`config.mk`:
```
export PLATFORM = sky130hd
export DESIGN_NAME = sine_pwm_multi
export DESIGN_NICKNAME = d
export VERILOG_FILES = /design/src/rtl/sine_pwm_multi.sv
export SDC_FILE = /design/constraint.sdc
export NUM_CORES = 1
export LEC_CHECK = 0
export BUFFER_PORTS_ARGS = -buffer_cell sky130_fd_sc_hd__buf_2
export CAP_MARGIN = 20
export CORE_MARGIN = 2
export CORE_UTILIZATION = 35
export DETAILED_ROUTE_END_ITERATION = 10
export PLACE_DENSITY_LB_ADDON = 0.05
export SYNTH_ARGS = -nofsm -noshare
export SYNTH_HDL_FRONTEND = slang
export SYNTH_SLANG_ARGS = --single-unit
```
`constraint.sdc`:
```
create_clock -name sysclk -period 6.01 [get_ports sysclk]
set_input_delay 0.9015 -clock sysclk [delete_from_list [all_inputs] [get_ports sysclk]]
set_output_delay 0.9015 -clock sysclk [all_outputs]
set_load 0.01 [all_outputs]
```
`src/rtl/sine_pwm_multi.sv`:
```
// Multi-channel PWM sine generator: shared frame counter, per-channel phase accumulator,
// half-wave mirrored duty lookup with amplitude scaling, duty swapped only at frame ends.

module sine_pwm_lane #(
    parameter int PWM_W  = 6,
    parameter int ACC_W  = 12,
    parameter int LUT_AW = 5
) (
    input  logic             sysclk,
    input  logic             rst_n,
    input  logic             en,
    input  logic             frame_end,
    input  logic [PWM_W-1:0] cnt,
    input  logic [ACC_W-1:0] step_q,
    input  logic [ACC_W-1:0] phase_off,
    input  logic [PWM_W:0]   amp_eff,
    output logic             pulse,
    output logic             wrap
);
    // Built-in raised-cosine half wave (32 x 6 bit), resampled to LUT_AW / PWM_W.
    function automatic logic [PWM_W-1:0] rom(input logic [LUT_AW-1:0] idx);
        logic [4:0] i32;
        logic [5:0] v;
        i32 = 5'((32'(idx) << 5) >> LUT_AW);
        case (i32)
            5'd0:  v = 6'd0;   5'd1:  v = 6'd0;   5'd2:  v = 6'd1;   5'd3:  v = 6'd1;
            5'd4:  v = 6'd3;   5'd5:  v = 6'd4;   5'd6:  v = 6'd6;   5'd7:  v = 6'd8;
            5'd8:  v = 6'd10;  5'd9:  v = 6'd12;  5'd10: v = 6'd15;  5'd11: v = 6'd18;
            5'd12: v = 6'd21;  5'd13: v = 6'd24;  5'd14: v = 6'd27;  5'd15: v = 6'd30;
            5'd16: v = 6'd33;  5'd17: v = 6'd36;  5'd18: v = 6'd39;  5'd19: v = 6'd42;
            5'd20: v = 6'd45;  5'd21: v = 6'd48;  5'd22: v = 6'd51;  5'd23: v = 6'd53;
            5'd24: v = 6'd55;  5'd25: v = 6'd57;  5'd26: v = 6'd59;  5'd27: v = 6'd60;
            5'd28: v = 6'd62;  5'd29: v = 6'd62;  5'd30: v = 6'd63;  default: v = 6'd63;
        endcase
        return PWM_W'((32'(v) << PWM_W) >> 6);
    endfunction

    logic [ACC_W-1:0]  acc;
    logic [ACC_W:0]    acc_sum;
    logic [LUT_AW:0]   p_hi;
    logic [LUT_AW-1:0] addr;
    logic [PWM_W-1:0]  raw, scaled, duty_act;

    // Only the half-select bit and the LUT address of acc+phase_off matter.
    assign p_hi    = (LUT_AW+1)'((acc + phase_off) >> (ACC_W - 1 - LUT_AW));
    assign addr    = p_hi[LUT_AW] ? ~p_hi[LUT_AW-1:0] : p_hi[LUT_AW-1:0];
    assign raw     = rom(addr);
    assign scaled  = PWM_W'(((2*PWM_W+1)'(raw) * (2*PWM_W+1)'(amp_eff)) >> PWM_W);
    assign acc_sum = {1'b0, acc} + {1'b0, step_q};

    always_ff @(posedge sysclk or negedge rst_n) begin
        if (!rst_n) begin
            acc      <= '0;
            duty_act <= '0;
            pulse    <= 1'b0;
            wrap     <= 1'b0;
        end else begin
            pulse <= en & (cnt < duty_act);
            wrap  <= frame_end & en & acc_sum[ACC_W];
            if (frame_end)
                duty_act <= scaled;
            if (!en)
                acc <= '0;
            else if (frame_end)
                acc <= acc_sum[ACC_W-1:0];
        end
    end
endmodule

module sine_pwm_multi #(
    parameter int CHANNELS = 2,
    parameter int PWM_W    = 6,
    parameter int ACC_W    = 12,
    parameter int LUT_AW   = 5,
    parameter     LUT_FILE = "sine_half.hex"
) (
    input  logic                      sysclk,
    input  logic                      rst_n,
    input  logic [CHANNELS-1:0]       en,
    input  logic [ACC_W-1:0]          freq_step,
    input  logic [CHANNELS*ACC_W-1:0] phase_off,
    input  logic [PWM_W:0]            amp,
    output logic [CHANNELS-1:0]       pulse,
    output logic                      frame_tick,
    output logic [CHANNELS-1:0]       wrap
);
    localparam logic [PWM_W:0] UNITY = (PWM_W+1)'(1) << PWM_W;

    // The sine image is compiled into the lanes; only the default image is available.
    if (LUT_FILE != "sine_half.hex" || ACC_W < LUT_AW + 1) begin : g_param_chk
        $error("sine_pwm_multi: unsupported LUT_FILE or ACC_W < LUT_AW+1");
    end

    logic [PWM_W-1:0] cnt;
    logic [ACC_W-1:0] step_q;
    logic [PWM_W:0]   amp_eff;
    logic             frame_end;

    assign frame_end = (cnt == '1);
    assign amp_eff   = (amp > UNITY) ? UNITY : amp;

    always_ff @(posedge sysclk or negedge rst_n) begin
        if (!rst_n) begin
            cnt        <= '0;
            step_q     <= '0;
            frame_tick <= 1'b0;
        end else begin
            cnt        <= cnt + PWM_W'(1);
            frame_tick <= frame_end;
            if (frame_end)
                step_q <= freq_step;
        end
    end

    for (genvar c = 0; c < CHANNELS; c++) begin : g_lane
        sine_pwm_lane #(
            .PWM_W (PWM_W),
            .ACC_W (ACC_W),
            .LUT_AW(LUT_AW)
        ) u_lane (
            .sysclk   (sysclk),
            .rst_n    (rst_n),
            .en       (en[c]),
            .frame_end(frame_end),
            .cnt      (cnt),
            .step_q   (step_q),
            .phase_off(phase_off[c*ACC_W +: ACC_W]),
            .amp_eff  (amp_eff),
            .pulse    (pulse[c]),
            .wrap     (wrap[c])
        );
    end
endmodule

```
==> results.rst, run 1 <==
.. list-table::
   :header-rows: 1

   * - Metric
     - Value
   * - Start-to-end type of the worst setup path
     - in -> reg
   * - Antenna Nets Post-Route
     - 0
   * - Area Growth Syn to Fin
     - 40.9%
   * - Count of port buffers added during placement
     - 51
   * - Post-Layout Inst Area
     - around 11000 µm²
   * - Clock-pin slew reported for the worst setup and hold paths after clock tree synthesis
     - 0.05 ns
   * - Clock insertion delay at the later pin of the skew report
     - between 0.3 and 0.4 ns
   * - Cell at the slowest stage of the critical path
     - fa_1
   * - Non-filler cells, final
     - 1416
   * - PnR worst setup slack
     - -0.591 ns
   * - Met2 WL post-DR
     - between 9000 and 10000 µm
   * - Total count of hold-check failures in the final report
     - 0
   * - CTS tree
     - yes
   * - Portion of netlist area occupied by mux cells
     - 2.19%
   * - DRC
     - 0
   * - Power per Cell Area
     - 175 nW/µm²
   * - Total Power
     - ~0.0019 W
   * - Placed Instances
     - 1365
   * - Syn Nets
     - ~1100
   * - CP max FO
     - 4
   * - Total global routing track utilization
     - around a fifth
   * - Portion of the clock cycle consumed by the worst path in the final layout
     - 110%
   * - Final design utilization
     - 50.4%
   * - Final net count
     - between 1000 and 1500
   * - CP Data Arrival Time
     - a little under 7 ns
   * - Floorplan die width
     - 151 µm
   * - Count of synthesis-stage warnings from yosys
     - 0
   * - Violations in the final reports
     - negative setup slack
   * - Xor/xnor cell area share of the yosys netlist
     - between 7 and 8%
   * - Detailed-routing iteration count for the pre-antenna-repair pass
     - 4
   * - I/O pin count
     - 52
   * - Worst Tran Pin Value
     - 0.833 ns
   * - Final critical-path required period
     - between 6 and 7 ns
   * - Slew HR
     - 44.1%
   * - Post-synthesis cell type count
     - 72
   * - Hold Startpoint
     - g_lane[1].u_lane.duty_act[4]$_DFFE_PN0P_
   * - Detail-routed via count per cell
     - between 4 and 5
   * - Capture endpoint of the worst hold path
     - g_lane[1].u_lane.duty_act[4]$_DFFE_PN0P_
   * - R2R Setup Slk
     - -0.35 ns
   * - Setup crit start kind
     - input port
   * - Full die area
     - ~23000 µm²
   * - Die Y
     - between 150 and 200 µm
   * - CTS Buf Count
     - 9
   * - Clock Tree Root
     - clkbuf_16
   * - Floorplan row count
     - between 50 and 60
   * - Placer congestion estimate
     - 0.826
   * - Fraction of final layout cells sized beyond drive strength 1
     - between 30% and 40%
   * - Number of setup violations in the final report
     - 11
   * - Detailed-route via count
     - 6927
   * - Cell area after technology mapping
     - 7540 µm²
   * - Max Clock Skew
     - around 0.0076 ns
   * - Start of the worst register-to-register path
     - g_lane[1].u_lane.acc[4]$_DFFE_PN0P_
   * - Reported leakage power
     - 5.36 nW
   * - Antenna violations before repair
     - 0
   * - Hold Path Cell Cnt
     - 2
   * - Highest metal used
     - met4
   * - Grt ovf
     - 0
   * - Cells on worst reg2reg path
     - 28
   * - Final count of pins violating max slew
     - 0
   * - Fill cells
     - between 2000 and 2500
   * - Max-cap check violation count
     - 0
   * - Number of buffers on the longest clock path
     - 2
   * - Synthesized area per cell
     - about 8.4 µm²
   * - WL met3
     - between 400 and 500 µm
   * - Initial Utilization
     - between 30 and 40%
   * - Crit path required time
     - slightly above 6 ns
   * - Fraction of registers with async set/reset
     - 100%
   * - Post-synthesis instance total
     - approximately 900
   * - Sink count of the clock tree
     - 59
   * - Global-route wire length before repair
     - roughly 35000 µm
   * - Area of the core
     - about 21000 µm²
   * - FF-to-FF End
     - g_lane[1].u_lane.duty_act[5]$_DFFE_PN0P_
   * - Slowest stage delay, CP
     - 0.57 ns
   * - Pin count of the biggest net entering global routing
     - between 70 and 80
   * - Total Wirelength
     - a little over 20000 µm
   * - Summed negative setup slack over all endpoints
     - -4.38 ns
   * - Cell Area, Placed
     - ~9600 µm²
   * - Area share of and/or/nand/nor cells after synthesis
     - a little under a fifth
   * - Proportion of synthesized chip area in sequential cells
     - around 20%
   * - Initial detailed-routing violation count
     - about 260
   * - RSZ-0062 raised after global routing
     - yes
   * - Area share of fa/ha/maj cells after synthesis
     - 27.9%
   * - Diode insertion count for antenna repair
     - 0
   * - Type of destination of the critical path
     - flop
   * - Top flip-flop cell by instance count after synthesis
     - dfrtp_1
   * - Wirelength per Cell
     - around 15 µm
   * - Complex-gate fraction of the synthesized area
     - between 10% and 20%
   * - Worst IR Drop VDD
     - roughly 0.00012 V
   * - Number of flops mapped to enable cells by yosys
     - 0
   * - FMAX
     - roughly 150 MHz
   * - Dominant combinational cell family by area after synthesis
     - adder cells
   * - Synthesis-stage register bit count
     - 59
   * - Post-DP HPWL
     - between 15000 and 20000 µm
   * - Met1 wire length
     - around 10000 µm
   * - H-tree lvl count
     - 3
   * - Class of the worst hold path
     - reg -> reg
   * - Via count of the first global-routing pass
     - roughly 7100
   * - Outcome
     - finished with violations
==> Yosys cell counts (4+ instances only) <==
library cell | n | area share (%)
and2_1 | 26 | 2.2
dfrtp_1 | 59 | 20
mux2i_1 | 12 | 1.6
nor2b_1 | 9 | 0.75
and3_1 | 9 | 0.75
o211a_1 | 4 | 0.53
inv_1 | 84 | 4.2
nor4_1 | 8 | 0.66
buf_4 | 4 | 0.40
a211oi_1 | 10 | 1.0
a21oi_1 | 51 | 3.4
xnor2_1 | 42 | 4.9
xor2_1 | 19 | 2.2
nand3_1 | 14 | 0.93
nor3_1 | 7 | 0.46
o21ai_0 | 50 | 3.3
nand4_1 | 6 | 0.50
o21ai_1 | 5 | 0.33
or2_2 | 5 | 0.41
fa_1 | 40 | 11
nand2b_1 | 11 | 0.91
maj3_1 | 4 | 0.53
clkbuf_1 | 20 | 1.0
a21o_1 | 15 | 1.5
o21a_1 | 6 | 0.60
o21bai_1 | 14 | 1.4
ha_1 | 101 | 17
buf_2 | 5 | 0.33
a21boi_0 | 7 | 0.70
nor2_1 | 64 | 3.2
o211ai_1 | 5 | 0.50
nand2_1 | 126 | 6.3
==> how the worst max path moves through the flow <==
stage,startpoint,to,depth (start not counted)
floorplan,phase_off[20],g_lane[1].u_lane.duty_act[3]$_DFFE_PN0P_,26
global placement,phase_off[16],g_lane[1].u_lane.duty_act[5]$_DFFE_PN0P_,26
detailed placement,phase_off[16],g_lane[1].u_lane.duty_act[5]$_DFFE_PN0P_,28
CTS,phase_off[16],g_lane[1].u_lane.duty_act[4]$_DFFE_PN0P_,27
global route,phase_off[16],g_lane[1].u_lane.duty_act[5]$_DFFE_PN0P_,29
finish,phase_off[16],g_lane[1].u_lane.duty_act[5]$_DFFE_PN0P_,29
==> critical path, delay by kind of cell <==
kind / cells / cell delay (ns)
and+or+nand+nor: 6 / 1.17
AOI/OAI and AO/OA: 11 / 1.78
xor gates and xnor gates: 2 / 0.28
buffers and inverters: 4 / 0.43
adders and majority gates: 6 / 2.20
==> cell usage in the layout (no fill, tap or decap), drive strengths merged, types with 3 or more instances in the layout <==
cell / count
a31oi: 3
a211oi: 10
nand2: 126
o22ai: 3
a21o: 15
and2: 26
nand2b: 11
clkbuf: 13
maj3: 4
and3: 9
a211o: 3
xor2: 20
o21ai: 55
o21bai: 14
xnor2: 43
or2: 7
or3: 3
nand3: 14
buf: 258
a21boi: 7
fa: 40
or4: 3
nor2: 64
mux2i: 12
inv: 84
o211a: 4
nor2b: 9
a22oi: 3
a21oi: 53
o211ai: 8
nand4: 6
nor4: 8
ha: 101
dfrtp: 59
nor3: 9
o21a: 6
==> final cells by class <==
type	count	area (µm²)	share of cell area (%)
tap	275	344	3.24
inverter	85	319	3.00
timing repair buffer	258	1860	17.5
clock buffer	13	250	2.36
sequential	59	1480	13.9
multi-input combinational	726	6370	60.0
==> metal layers <==
layer / vias to the layer above / global-route usage, %
li1: 3557 / -
met1: 3270 / 27.3
met2: 78 / 31.8
met3: 22 / 1.87
met4: 0 / 5.47
met5: - / 0
==> sequential cells by signal (all words and copies together) (netlist names) <==
register / flops
g_lane.u_lane.pulse: 2
g_lane.u_lane.acc: 24
cnt: 6
g_lane.u_lane.wrap: 2
g_lane.u_lane.duty_act: 12
step_q: 12
frame_tick: 1
==> power breakdown <==
part | internal, W | switching (W) | leakage, nW
Sequential | 0.000399 | 0.000000282 | 0.680
Clock | 0.000283 | 0.000167 | 0.122
Combinational | 0.000519 | 0.000491 | 4.56
Total | 0.00120 | 0.000658 | 5.36
==> stage by stage <==
| stage | setup WS, ns | hold WS (ns) |
|---|---|---|
| after floorplan | -0.609 | 0.444 |
| after global placement | -0.993 | 0.465 |
| after global routing | -0.873 | 0.509 |
| after CTS | -0.523 | 0.487 |
| final | -0.591 | 0.480 |
| after detailed placement | -0.949 | 0.470 |
==> kinds of logic after synthesis <==
family	count (synthesis)
AO/OA/AOI/OAI	200
XOR/XNOR	63
adder cells (fa/ha/maj)	145
buffers and inverters	117
flip-flops	59
multiplexers	15
AND/OR/NAND/NOR	303
==> what timing repair did <==
item / CTS / global route
setup endpoints to repair: 12 / 12
buffers inserted: 34 / 6
gates cloned: 1 / 0
resized for setup: 75 / 18
pin swaps: 61 / 38
hold buffers: 0 / 0
Power figures use the tool's default switching activity.
==> inputs of run 2 (changes only) <==
- ABC_AREA: default -> 1
==> run 2 against run 1 <==
The run now ends clean; global-route usage is 1.0 points lower; worst hold slack worse by 0.0036 ns; first-iteration DRC count is 4.6% lower; critical path type unchanged; synthesized cell count is 20% higher; cell count is 2.3% higher; sequential power hardly changed; highest routed layer unchanged; synthesized area stayed put; worst setup slack better by 1.1 ns; largest cell class unchanged; non-clock buffer count is 167 lower; utilization is 9.1 points lower.
==> results.rst, run 2 <==
.. list-table::
   :header-rows: 1

   * - Metric
     - Value
   * - Ranking of synthesized cells by area
     - dfrtp_1, ha_1, nand2_1
   * - Power per Cell Area
     - 180 nW/µm² (+2.7%)
   * - Grt ovf
     - 0 (unchanged)
   * - Kind of cell adding the most delay to the critical path
     - adder cells
   * - Floorplan die width
     - 151 µm (unchanged)
   * - Most common library cell in the layout ignoring fill and taps
     - nand2_1
   * - Final design utilization
     - 41.3% (-9.1 points)
   * - Total count of hold-check failures in the final report
     - 0 (unchanged)
   * - Portion of the clock cycle consumed by the worst path in the final layout
     - 92.2% (-18 points)
   * - H-tree lvl count
     - 3 (unchanged)
   * - FMAX
     - 181 MHz (+19%)
   * - Via count of the first global-routing pass
     - 6839 (-3.9%)
   * - Final count of pins violating max slew
     - 0 (unchanged)
   * - Global-route wire length before repair
     - 33300 µm (-5.4%)
   * - Count of port buffers added during placement
     - 51 (unchanged)
   * - Initial detailed-routing violation count
     - 249 (-4.6%)
   * - Fraction of final layout cells sized beyond drive strength 1
     - 14.0% (-21 points)
   * - Top flip-flop cell by instance count after synthesis
     - dfrtp_1
   * - Number of buffers on the longest clock path
     - 2 (unchanged)
   * - Post-synthesis cell type count
     - 38 (-47%)
   * - Class of the worst hold path
     - reg -> reg
   * - Biggest register
     - g_lane.u_lane.acc
   * - Summed negative setup slack over all endpoints
     - 0 ns (+4.38 ns)
   * - Final net count
     - 1356 (+2.2%)
   * - CP Data Arrival Time
     - 5.76 ns (-1.02 ns)
   * - Antenna violations before repair
     - 0 (unchanged)
   * - Start-to-end type of the worst setup path
     - in -> reg
   * - Final critical-path required period
     - 5.54 ns (-1.06 ns)
   * - Clock insertion delay at the later pin of the skew report
     - 0.33 ns (about the same)
   * - Total global routing track utilization
     - 18.4% (-1.0 points)
   * - Proportion of synthesized chip area in sequential cells
     - 19.6% (unchanged)
   * - Detailed-routing iteration count for the pre-antenna-repair pass
     - 4 (unchanged)
   * - Cell area after technology mapping
     - 7540 µm² (unchanged)
   * - Fraction of registers with async set/reset
     - 100% (unchanged)
   * - Synthesis-stage register bit count
     - 59 (unchanged)
   * - Die Y
     - 151 µm (unchanged)
   * - CTS Buf Count
     - 9 (unchanged)
   * - Detailed-route via count
     - 6738 (-2.7%)
   * - Cell at the slowest stage of the critical path
     - fa_1
   * - Slowest stage delay, CP
     - 0.56 ns (about the same)
   * - Slew HR
     - 36.8% (-7.3 points)
   * - Floorplan row count
     - 53 (unchanged)
   * - Number of setup violations in the final report
     - 0 (-11)
   * - Crit path required time
     - 6.23 ns (+0.04 ns)
   * - Count of synthesis-stage warnings from yosys
     - 0 (unchanged)
   * - RSZ-0062 raised after global routing
     - no
   * - CTS tree
     - yes
   * - Antenna Nets Post-Route
     - 0 (unchanged)
   * - CP max FO
     - 6 (+2)
   * - Diode insertion count for antenna repair
     - 0 (unchanged)
   * - Max Clock Skew
     - 0.00511 ns (-0.00249 ns)
   * - Smallest hold slack
     - 0.476 ns (-0.00361 ns)
   * - Clock-pin slew reported for the worst setup and hold paths after clock tree synthesis
     - 0.05 ns (about the same)
   * - Full die area
     - 22700 µm² (unchanged)
   * - Initial Utilization
     - 35.8% (unchanged)
   * - Most common cell in the synthesized netlist
     - nand2_1
   * - Share of Yosys cell area claimed by the top area cell type
     - 19.6% (unchanged)
   * - Post-DP HPWL
     - 15900 µm (-0.50%)
   * - Area of the core
     - 21100 µm² (unchanged)
   * - Placer congestion estimate
     - 0.793 (-4.0%)
   * - Clock Tree Root
     - clkbuf_16
   * - Wirelength per Cell
     - 13.3 µm (-8.2%)
   * - Area Growth Syn to Fin
     - 15.4%
   * - Top cells by instance count after synthesis
     - nand2_1, inv_1, ha_1
   * - Synthesized area per cell
     - 6.98 µm² (-17%)
   * - DRC
     - 0 (unchanged)
   * - Syn Nets
     - 1269 (+16%)
   * - Cell type with the highest occurrence count on the critical path
     - nand2_1
   * - Detail-routed via count per cell
     - 4.65 (-4.9%)
   * - Setup crit start kind
     - input port
   * - Reported leakage power
     - 5.07 nW (-5.5%)
   * - Post-synthesis instance total
     - 1081 (+20%)
   * - Post-cts hold buffer count
     - 0 (unchanged)
   * - Max-cap check violation count
     - 0 (unchanged)
   * - Type of destination of the critical path
     - flop
   * - Regs by FF count
     - g_lane.u_lane.acc: 24 flops, g_lane.u_lane.duty_act: 12 flops, step_q: 12 flops
   * - Most frequent cells in the layout
     - nand2_1, inv_1, ha_1, nand3_1, nor2_1
   * - Sink count of the clock tree
     - 59 (unchanged)
   * - Dominant cell type by area after synthesis
     - dfrtp_1
   * - Flip-flop count of the largest register, all copies and words added
     - 24 (unchanged)
   * - Pin count of the biggest net entering global routing
     - 60 (-18%)
   * - Number of flops mapped to enable cells by yosys
     - 0 (unchanged)
   * - Buffer and inverter count on the worst path
     - 7 (+3)
   * - Total Wirelength
     - 19300 µm (-6.1%)
   * - I/O pin count
     - 52 (unchanged)
   * - Worst Tran Pin Value
     - 0.948 ns (+0.115 ns)
   * - Outcome
     - completed
   * - Worst IR Drop VDD
     - 0.000116 V (-3.6%)
-- run 2: cell types whose count changed after synthesis, sizes merged, moves of 10 or more --
cell	change
and2	-26
nor2	+25
clkbuf	-13
o21ai	-15
inv	+104
nand2b	-11
nand3	+86
xnor2	-30
a21o	-10
mux2i	-12
nand2	+198
a21oi	-19
-- run 2: per-stage QoR --
stage / std cells / cell area [µm²] / setup WS (ns) / power [W]
detailed placement: 1432 / 8370 / -0.0182 / 0.00108
CTS: 1448 / 8640 / 0.307 / 0.00158
finish: 1448 / 8700 / 0.470 / 0.00156
global placement: 1432 / 8370 / -0.0999 / 0.00109
global route: 1448 / 8700 / 0.00229 / 0.00172
floorplan: 1081 / 7540 / 0.428 / 0.000873
-- run 2: final timing paths --
check                                                               from                                       end  slack (ns)  depth (start not counted)
worst max-delay path                                       phase_off[16]  g_lane[1].u_lane.duty_act[5]$_DFFE_PN0P_        0.47                         34
worst min-delay path            g_lane[0].u_lane.duty_act[2]$_DFFE_PN0P_  g_lane[0].u_lane.duty_act[2]$_DFFE_PN0P_        0.48                          2
worst max register to register       g_lane[1].u_lane.acc[4]$_DFFE_PN0P_  g_lane[1].u_lane.duty_act[5]$_DFFE_PN0P_        0.69                         33
worst min register to register  g_lane[0].u_lane.duty_act[2]$_DFFE_PN0P_  g_lane[0].u_lane.duty_act[2]$_DFFE_PN0P_        0.48                          2
max in group asynchronous                                          rst_n  g_lane[0].u_lane.duty_act[4]$_DFFE_PN0P_        4.74                          2
min in group asynchronous                                          rst_n                     step_q[4]$_DFFE_PN0P_        0.72                          2
-- run 2: final cells by class --
| cell class | count | area, µm² |
|---|---|---|
| Sequential cell | 59 | 1480 |
| Fill cell | 2245 | 12400 |
| Clock inverter | 5 | 28.8 |
| Clock buffer | 11 | 243 |
| Tap cell | 275 | 344 |
| Timing Repair Buffer | 91 | 556 |
| Multi-Input combinational cell | 816 | 5340 |
| Inverter | 191 | 717 |
-- run 2: timing repair --
action	CTS	global route
endpoints found under the setup margin	0	6
resized for setup	0	17
buffers inserted	0	0
-- run 2: worst min-delay path, stage by stage (launching register included) --
cell     delay, ns
dfrtp_1       0.33
nand2_1       0.05
nand2_1       0.06
-- run 2: cell families after synthesis --
group | after synthesis | share of synthesized area (%)
DFF | 59 | 19.6
buffers and inverters | 206 | 10.5
adders and majority gates | 141 | 27.4
and+or+nand+nor | 540 | 30.6
AOI/OAI and AO/OA | 103 | 7.76
xor gates and xnor gates | 32 | 4.16
-- run 2: report_power, final --
group | switching [W] | internal [W]
registers | 0.000000398 | 0.000398
logic | 0.000412 | 0.000281
clock network | 0.000186 | 0.000288
total | 0.000598 | 0.000967
-- run 2: routing by layer --
metal / share of wire, % / wire length, µm / vias up / track usage (%)
li1: - / - / 3589 / -
met1: 50 / 9690 / 3071 / 25.5
met2: 47 / 9130 / 69 / 30.9
met3: 1.9 / 372 / 9 / 2.26
met4: 0.66 / 128 / 0 / 3.74
met5: 0 / 0 / - / 0
